[config.mk]
export PLATFORM = sky130hd
export DESIGN_NAME = tl_phase_scheduler
export DESIGN_NICKNAME = d
export VERILOG_FILES = /design/src/rtl/tl_phase_scheduler.sv
export SDC_FILE = /design/constraint.sdc
export NUM_CORES = 1
export LEC_CHECK = 0
export ABC_AREA = 1
export CORE_UTILIZATION = 35
export CTS_CLUSTER_SIZE = 25
export DETAILED_ROUTE_END_ITERATION = 8
export PLACE_DENSITY = 0.47
export SKIP_CTS_REPAIR_TIMING = 1
export SLEW_MARGIN = 25
export SYNTH_ARGS = -nofsm -noshare
export SYNTH_HDL_FRONTEND = slang
export SYNTH_SLANG_ARGS = --single-unit
[constraint.sdc]
create_clock -name clk -period 3.07 [get_ports clk]
set_clock_uncertainty 0.05 [all_clocks]
set_input_delay 0.4605 -clock clk [delete_from_list [all_inputs] [get_ports clk]]
set_output_delay 0.4605 -clock clk [all_outputs]
set_load 0.05 [all_outputs]
[src/rtl/tl_phase_scheduler.sv]
`default_nettype none
// ============================================================================
// tl_phase_scheduler : traffic-light phase sequencer with setup-mode editing
// Revision 1.0
// ============================================================================
module tl_phase_scheduler #(
  parameter int TICK_DIV  = 25000000,
  parameter int RED_SEC   = 2,
  parameter int FLASH_SEC = 3,
  parameter int MIN_GREEN = 3
) (
  input  logic       clk,
  input  logic       rst,
  input  logic       set,
  input  logic       buttonU,
  input  logic       buttonD,
  input  logic       buttonL,
  input  logic       buttonR,
  input  logic       ped_req,
  output logic [2:0] cur_phase,
  output logic [3:0] seven_num,
  output logic       ped_pending,
  output logic [1:0] sel
);

  localparam int                 C_CNT_W     = (TICK_DIV > 1) ? $clog2(TICK_DIV) : 1;
  localparam logic [C_CNT_W-1:0] C_TICK_LAST = C_CNT_W'(TICK_DIV - 1);
  localparam logic [3:0]         C_RED_SEC   = 4'(RED_SEC);
  localparam logic [3:0]         C_FLASH_SEC = 4'(FLASH_SEC);
  localparam logic [3:0]         C_MIN_GREEN = 4'(MIN_GREEN);
  localparam logic [3:0]         C_DUR_MAX   = 4'd9;
  localparam logic [3:0]         C_DUR_MIN   = 4'd1;

  typedef enum logic [2:0] {
    PH_GREEN  = 3'd0,
    PH_YELLOW = 3'd1,
    PH_RED_A  = 3'd2,
    PH_WALK   = 3'd3,
    PH_FLASH  = 3'd4,
    PH_RED_B  = 3'd5,
    PH_SETUP  = 3'd7
  } phase_t;

  phase_t               r_phase, w_phase_nxt, w_succ;
  logic [3:0]           r_rem, w_rem_nxt, w_succ_dur;
  logic [C_CNT_W-1:0]   r_cnt, w_cnt_nxt;
  logic                 r_ped, w_ped_nxt;
  logic [1:0]           r_sel, w_sel_nxt;
  logic [3:0]           r_dur_g, r_dur_y, r_dur_w;
  logic [3:0]           w_dur_g_nxt, w_dur_y_nxt, w_dur_w_nxt;
  logic [3:0]           w_sel_dur, w_edit_dur;
  logic                 w_tick, w_ped_ok;

  // Successor phase and the duration it starts with
  always_comb begin
    w_succ     = PH_GREEN;
    w_succ_dur = r_dur_g;
    case (r_phase)
      PH_GREEN:  begin w_succ = PH_YELLOW; w_succ_dur = r_dur_y;     end
      PH_YELLOW: begin w_succ = PH_RED_A;  w_succ_dur = C_RED_SEC;   end
      PH_RED_A:  if (r_ped) begin w_succ = PH_WALK; w_succ_dur = r_dur_w; end
      PH_WALK:   begin w_succ = PH_FLASH;  w_succ_dur = C_FLASH_SEC; end
      PH_FLASH:  begin w_succ = PH_RED_B;  w_succ_dur = C_RED_SEC;   end
      default:   ;
    endcase
  end

  always_comb begin
    case (r_sel)
      2'd1:    w_sel_dur = r_dur_y;
      2'd2:    w_sel_dur = r_dur_w;
      default: w_sel_dur = r_dur_g;
    endcase
    w_edit_dur = w_sel_dur;
    if (buttonU && !buttonD && (w_sel_dur < C_DUR_MAX))
      w_edit_dur = w_sel_dur + 4'd1;
    else if (buttonD && !buttonU && (w_sel_dur > C_DUR_MIN))
      w_edit_dur = w_sel_dur - 4'd1;
  end

  assign w_tick   = (r_cnt == C_TICK_LAST);
  assign w_ped_ok = (r_phase == PH_GREEN) || (r_phase == PH_YELLOW) ||
                    (r_phase == PH_RED_A) || (r_phase == PH_RED_B);

  always_comb begin
    w_phase_nxt = r_phase;
    w_rem_nxt   = r_rem;
    w_cnt_nxt   = r_cnt;
    w_ped_nxt   = r_ped;
    w_sel_nxt   = r_sel;
    w_dur_g_nxt = r_dur_g;
    w_dur_y_nxt = r_dur_y;
    w_dur_w_nxt = r_dur_w;

    if (r_phase == PH_SETUP) begin
      w_cnt_nxt = '0;
      w_ped_nxt = 1'b0;
      if (!set) begin
        w_phase_nxt = PH_GREEN;
        w_rem_nxt   = r_dur_g;
      end else begin
        // Display trails the edited register by one cycle
        w_rem_nxt = w_sel_dur;
        case (r_sel)
          2'd1:    w_dur_y_nxt = w_edit_dur;
          2'd2:    w_dur_w_nxt = w_edit_dur;
          default: w_dur_g_nxt = w_edit_dur;
        endcase
        if (buttonR && !buttonL)
          w_sel_nxt = (r_sel == 2'd2) ? 2'd0 : r_sel + 2'd1;
        else if (buttonL && !buttonR)
          w_sel_nxt = (r_sel == 2'd0) ? 2'd2 : r_sel - 2'd1;
      end
    end else if (set) begin
      w_phase_nxt = PH_SETUP;
      w_rem_nxt   = w_sel_dur;
      w_cnt_nxt   = '0;
      w_ped_nxt   = 1'b0;
    end else begin
      w_cnt_nxt = w_tick ? '0 : r_cnt + 1'b1;
      if (ped_req && w_ped_ok)
        w_ped_nxt = 1'b1;
      // Truncation keeps the running tick phase; only rem is shortened
      if (ped_req && (r_phase == PH_GREEN) && (r_rem > C_MIN_GREEN)) begin
        w_rem_nxt = C_MIN_GREEN;
      end else if (w_tick) begin
        if (r_rem == 4'd1) begin
          w_phase_nxt = w_succ;
          w_rem_nxt   = w_succ_dur;
          w_cnt_nxt   = '0;
          if (w_succ == PH_WALK)
            w_ped_nxt = 1'b0;
        end else begin
          w_rem_nxt = r_rem - 4'd1;
        end
      end
    end
  end

  always_ff @(posedge clk or negedge rst) begin
    if (!rst) begin
      r_phase <= PH_GREEN;
      r_rem   <= 4'd9;
      r_cnt   <= '0;
      r_ped   <= 1'b0;
      r_sel   <= 2'd0;
      r_dur_g <= 4'd9;
      r_dur_y <= 4'd3;
      r_dur_w <= 4'd7;
    end else begin
      r_phase <= w_phase_nxt;
      r_rem   <= w_rem_nxt;
      r_cnt   <= w_cnt_nxt;
      r_ped   <= w_ped_nxt;
      r_sel   <= w_sel_nxt;
      r_dur_g <= w_dur_g_nxt;
      r_dur_y <= w_dur_y_nxt;
      r_dur_w <= w_dur_w_nxt;
    end
  end

  assign cur_phase   = r_phase;
  assign seven_num   = r_rem;
  assign ped_pending = r_ped;
  assign sel         = r_sel;

endmodule
`default_nettype wire

## After elaboration in Yosys (flattened, before gate mapping)

Index checks and enable logic that the tools add are counted.

- Register bits: 47
- Input bits: 8
- Output and inout port bits: 10
- Logic and storage cells: 96

- Add/sub/neg operators: 6
- Magnitude comparators: 3
- Equality and inequality tests: 13
- Mux-type cells: 36
- Bitwise gates (word level): 1
- Reduce and logical (&&, ||, !) cells: 29

Operators with widths:

| cell | count |
|---|---|
| $mux 25 | 6 |
| $mux 4 | 9 |
| $add 25x1->25 const B | 1 |
| $eq 25x25->1 const B | 1 |
| $mux 3 | 6 |
| $pmux 4 s4 | 1 |
| $pmux 3 s5 | 1 |
| $reduce_and 3->1 | 4 |
| $mux 2 | 5 |
| $eq 3x2->1 const B | 3 |
| $eq 3x3->1 const B | 3 |
| $logic_and 1x1->1 | 9 |
| $pmux 4 s2 | 1 |
| $sub 4x1->4 const B | 2 |
| $mux 1 | 7 |
| $reduce_bool 3->1 | 2 |
| $add 4x1->4 const B | 1 |
| $eq 4x1->1 const B | 1 |
| $gt 4x1->1 const B | 1 |
| $gt 4x2->1 const B | 1 |
| $logic_not 1->1 | 4 |
| $lt 4x4->1 const B | 1 |
| $reduce_and 4->1 | 1 |
| $reduce_bool 4->1 | 1 |
| other kinds (13) | 16 |

## Longest topological paths before layout

- Depth after elaboration: 12
- Gate-level depth with buffers: 15
- Gate-level depth less buffers: 15

## Least setup slack after synthesis

OpenSTA, ideal clock, no wires.

- Path type: reg2reg
- From: register r_sel[0], in the netlist sel[0]
- To: register r_dur_g[1]
- Data arrival time: 2.604 ns
- Data required time: 2.955 ns
- Path slack: 0.351 ns
- Cell stages (with the launch flop): 15
- Cells stage by stage: dfrtp_1 > inv_1 > ha_1 > inv_2 > nand2_1 > nand2_1 > inv_2 > ha_1 > or2_2 > nand3_4 > nand2_2 > or2_1 > nand3_2 > nand2_1 > nand2_1

- Longest elaborated chain between the ends: 6
- Elaborated cells on any way between the ends: 14

RTL lines:

| what | RTL line | RTL |
|---|---|---|
| start, declared | 48 | `logic [1:0] r_sel, w_sel_nxt;` |
| start signal, assigned | 155 | `r_sel <= w_sel_nxt;` |
| $eq 2x2->1 / $eq 2x1->1 (equally long branches) | 69, 104 |  |
| $pmux 4 s2 | 69 | `case (r_sel)` |
| $gt 4x1->1 | 77 | `else if (buttonD && !buttonU && (w_sel_dur > C_DUR_MIN))` |
| $logic_and 1x1->1 | 77 |  |
| $mux 4 | 77 |  |
| $mux 4 | 75 | `if (buttonU && !buttonD && (w_sel_dur < C_DUR_MAX))` |
| end signal, assigned | 156 | `r_dur_g <= w_dur_g_nxt;` |
| end, declared | 49 | `logic [3:0] r_dur_g, r_dur_y, r_dur_w;` |

Parallel ways exist; a longest one is shown, timed or not.
A chain may end at the register's enable or synchronous reset.

## Final worst setup path

- From: register r_sel[0], in the netlist sel[0]
- To: register r_dur_y[1]

- Longest elaborated chain between the ends: 6
- Elaborated cells on any way between the ends: 12

RTL lines:

| what | RTL line | RTL |
|---|---|---|
| $eq 2x2->1 / $eq 2x1->1 (equally long branches) | 69, 104 |  |
| $pmux 4 s2 | 69 |  |
| $gt 4x1->1 | 77 |  |
| $logic_and 1x1->1 | 77 |  |
| $mux 4 | 77 |  |
| $mux 4 | 75 |  |
| end signal, assigned | 157 | `r_dur_y <= w_dur_y_nxt;` |
| end, declared | 49 |  |

Parallel ways exist; a longest one is shown, timed or not.

==> metrics.csv <==
stage,metric,value,unit
sta,fin_tns_setup,0,ns
synthesis,seq_area_frac_synth,0.357,
sta,setup_ws,0.535,ns
clock_tree,clock_latency,0.31,ns
placed_design,io_buffer_count,17,
power_and_ir_drop,p_per_area,859,nW/um^2
run,drv_cap,0,
sta,tightestPinTransition,0.502,ns
floorplanning,ioPinCount,18,
sta,max_freq,0.395,GHz
setup_path,crit_required,3.27,ns
detailed_routing,routed-via-count,3020,
synthesis,synth.most_common_cell,nand2_1,
sta,slew_headroom,0.665,
finish,syn2layout_area_growth,12.2,%
detailed_routing,drt-met1-wl,4500,um
placed_design,placedInstanceArea,3650,um^2
synthesis,synthCells,466,
synthesis,ys_types,40,
clock_tree,clock-sinks,47,
clock_tree,ctsLongestPathBuffers,2,
detailed_routing,met2WireLength,3700,um
synthesis,syn_avg_cell_area,7.14,um^2
setup_path,critPathLaunchType,flip-flop,
sta,setup_viol,0,
detailed_routing,drtPass1Iterations,4,
detailed_routing,drt-initial-drc-count,112,
finish,fin_nets,510,
sta,rsz0062_at_grt,no,
setup_path,path_max_fanout,7,
finish,antenna_cells,0,
placed_design,dpl_worst_slack,0.555,ns
clock_tree,h-tree-depth,2,
power_and_ir_drop,leakagePower,1.71,nW
power_and_ir_drop,irDropWorstVdd,555,uV
worst_hold_path,hold_path_class,in2async,
synthesis,synth_largest_area_cell,dfrtp_1,
detailed_routing,dr.max_layer_used,met4,
run_status,status,finished clean,
floorplanning,rows,35,
setup_path,crit_type,reg2reg,
sta,drv_slew,0,
finish,design_area,3730,um^2
clock_tree,cts_tree,done,
detailed_routing,wl,8600,um
detailed_routing,antenna_left,0,
clock_tree,cts.clk_slew.worst_paths,0.09,ns
clock_tree,root_buffer,clkbuf_8,
sta,finalHoldViolCount,0,
global_route,track_usage,0.189,
global_route,overflow,0,
global_route,antenna_found_initial,0,
floorplanning,fp.dieArea,9900,um^2
global_route,grt_pass1_wl,14800,um
synthesis,synth_edf_count,0,
synthesis,synth_warnings,0,
sta,period_share,0.826,
detailed_routing,wl_met3,311,um
floorplanning,core-area,9240,um^2
global_route,grt_pass1_vias,2995,
synthesis,synth_fp_nets,486,
clock_tree,numCtsBuffers,5,
synthesis,syn-cell-area,3330,um^2
floorplanning,die_h,99.5,um
synthesis,synth_top_cells_by_count,"nand2_1, inv_1, nor2_1",
power_and_ir_drop,design_power_total,3.21,mW
finish,final_util,0.404,
finish,fillCellCount,1010,
placed_design,gp_congestion,0.859,
synthesis,ys_ff_latch,47,
detailed_routing,viasPerCell,4.87,
placed_design,hpwl,6720,um
sta,post-route-min-period,2.53,ns
synthesis,synthFlopType,dfrtp_1,
floorplanning,start_util,0.360,
detailed_routing,wl_per_cell,13.9,um
finish,drive_gt1_frac,0.134,
setup_path,endpoint_kind,flip-flop,
floorplanning,die_x,99.5,um
detailed_routing,drc,0,
synthesis,synth_top_area_frac,0.286,
setup_path,cp.arrival,2.74,ns
synthesis,async_flop_share,1.00,
synthesis,synth_area_leaders,"dfrtp_1, nand2_1, dfstp_2",
global_route,grt_max_degree,33,
-- cell families after synthesis --
kind of cell    count (synthesis)  share of synthesized area
xor+xnor                        2                    0.00752
buf+inv                        68                     0.0805
simple gates                  282                      0.417
flops                          47                      0.357
fa+ha+maj                      12                     0.0451
compound gates                 55                     0.0929
-- state kept, by name (all words and copies together), names as in the netlist --
name	count
ped_pending	1
r_cnt	25
r_dur_y	4
cur_phase	3
r_dur_w	4
seven_num	4
r_dur_g	4
sel	2
-- stage by stage --
step / hold slack [ns] / std cells
6_report: 0.00946 / 620
5_1_grt: 0.0280 / 620
4_1_cts: 0.0189 / 620
2_1_floorplan: 0.115 / 466
3_5_place_dp: 0.358 / 612
3_3_place_gp: 0.355 / 612
-- layout make-up --
type | count | area (um^2) | share of cell area
clock inverter | 3 | 15.0 | 0.00402
clock buffer | 5 | 68.8 | 0.0184
tap | 129 | 161 | 0.0432
inverter | 67 | 256 | 0.0687
timing repair buffer | 18 | 173 | 0.0462
multi-input combinational | 351 | 1870 | 0.501
sequential | 47 | 1190 | 0.318
-- routing by layer --
layer | vias up | GRT usage
li1 | 1559 | -
met1 | 1404 | 0.283
met2 | 51 | 0.285
met3 | 6 | 0.0267
met4 | 0 | 0.0441
met5 | - | 0
-- worst max-delay path, cell delays in order, from the launching register on --
cell and delay (ns):
dfrtp_1 0.40, inv_1 0.10, ha_1 0.44, inv_2 0.13, nand2_1 0.06, nand2_1 0.14, inv_2 0.09, ha_1 0.18
or2_2 0.31, nand3_4 0.10, nand2_2 0.06, or2_1 0.22, nand3_2 0.08, nand2_1 0.05, nand2_1 0.06
-- where the power goes --
group | total [mW] | switching (mW) | internal, mW | leakage [nW]
clock | 0.384 | 0.227 | 0.157 | 0.0477
combinational | 1.86 | 1.22 | 0.632 | 1.06
sequential | 0.968 | 0.173 | 0.795 | 0.603
-- placed cells by master (no fill, tap or decap), types with 3 or more instances in the layout --
cell type and instances:
inv_2 9, nand2_1 133, clkinv_2 3, inv_1 56
o21ai_0 19, nor3_2 3, nand2_2 9, nand3_4 3
nand3_1 30, ha_1 12, nand3b_1 4, nor2_4 5
o21ai_1 3, dfstp_2 9, nand3_2 6, a21oi_1 19
nor3_1 16, clkbuf_8 5, clkdlybuf4s50_1 16, dfrtp_1 38
o22ai_1 4, nor2_1 48, nand4_1 12, nor2_2 3
-- worst paths after layout --
kind	from	endpoint	slack (ns)	cells after the start
setup reg to reg	sel[0]$_DFFE_PN0P_	r_dur_y[1]$_DFFE_PN1P_	0.54	14
hold reg to reg	r_dur_g[3]$_DFFE_PN1P_	r_dur_g[3]$_DFFE_PN1P_	0.44	2
min in group clk	r_dur_g[3]$_DFFE_PN1P_	r_dur_g[3]$_DFFE_PN1P_	0.44	2
max in group asynchronous	rst	r_dur_w[2]$_DFFE_PN1P_	2.16	2
setup / recovery	sel[0]$_DFFE_PN0P_	r_dur_y[1]$_DFFE_PN1P_	0.54	14
hold / removal	rst	r_cnt[19]$_DFF_PN0_	0.009	1
Note: power is estimated with default switching activity, not from simulation.
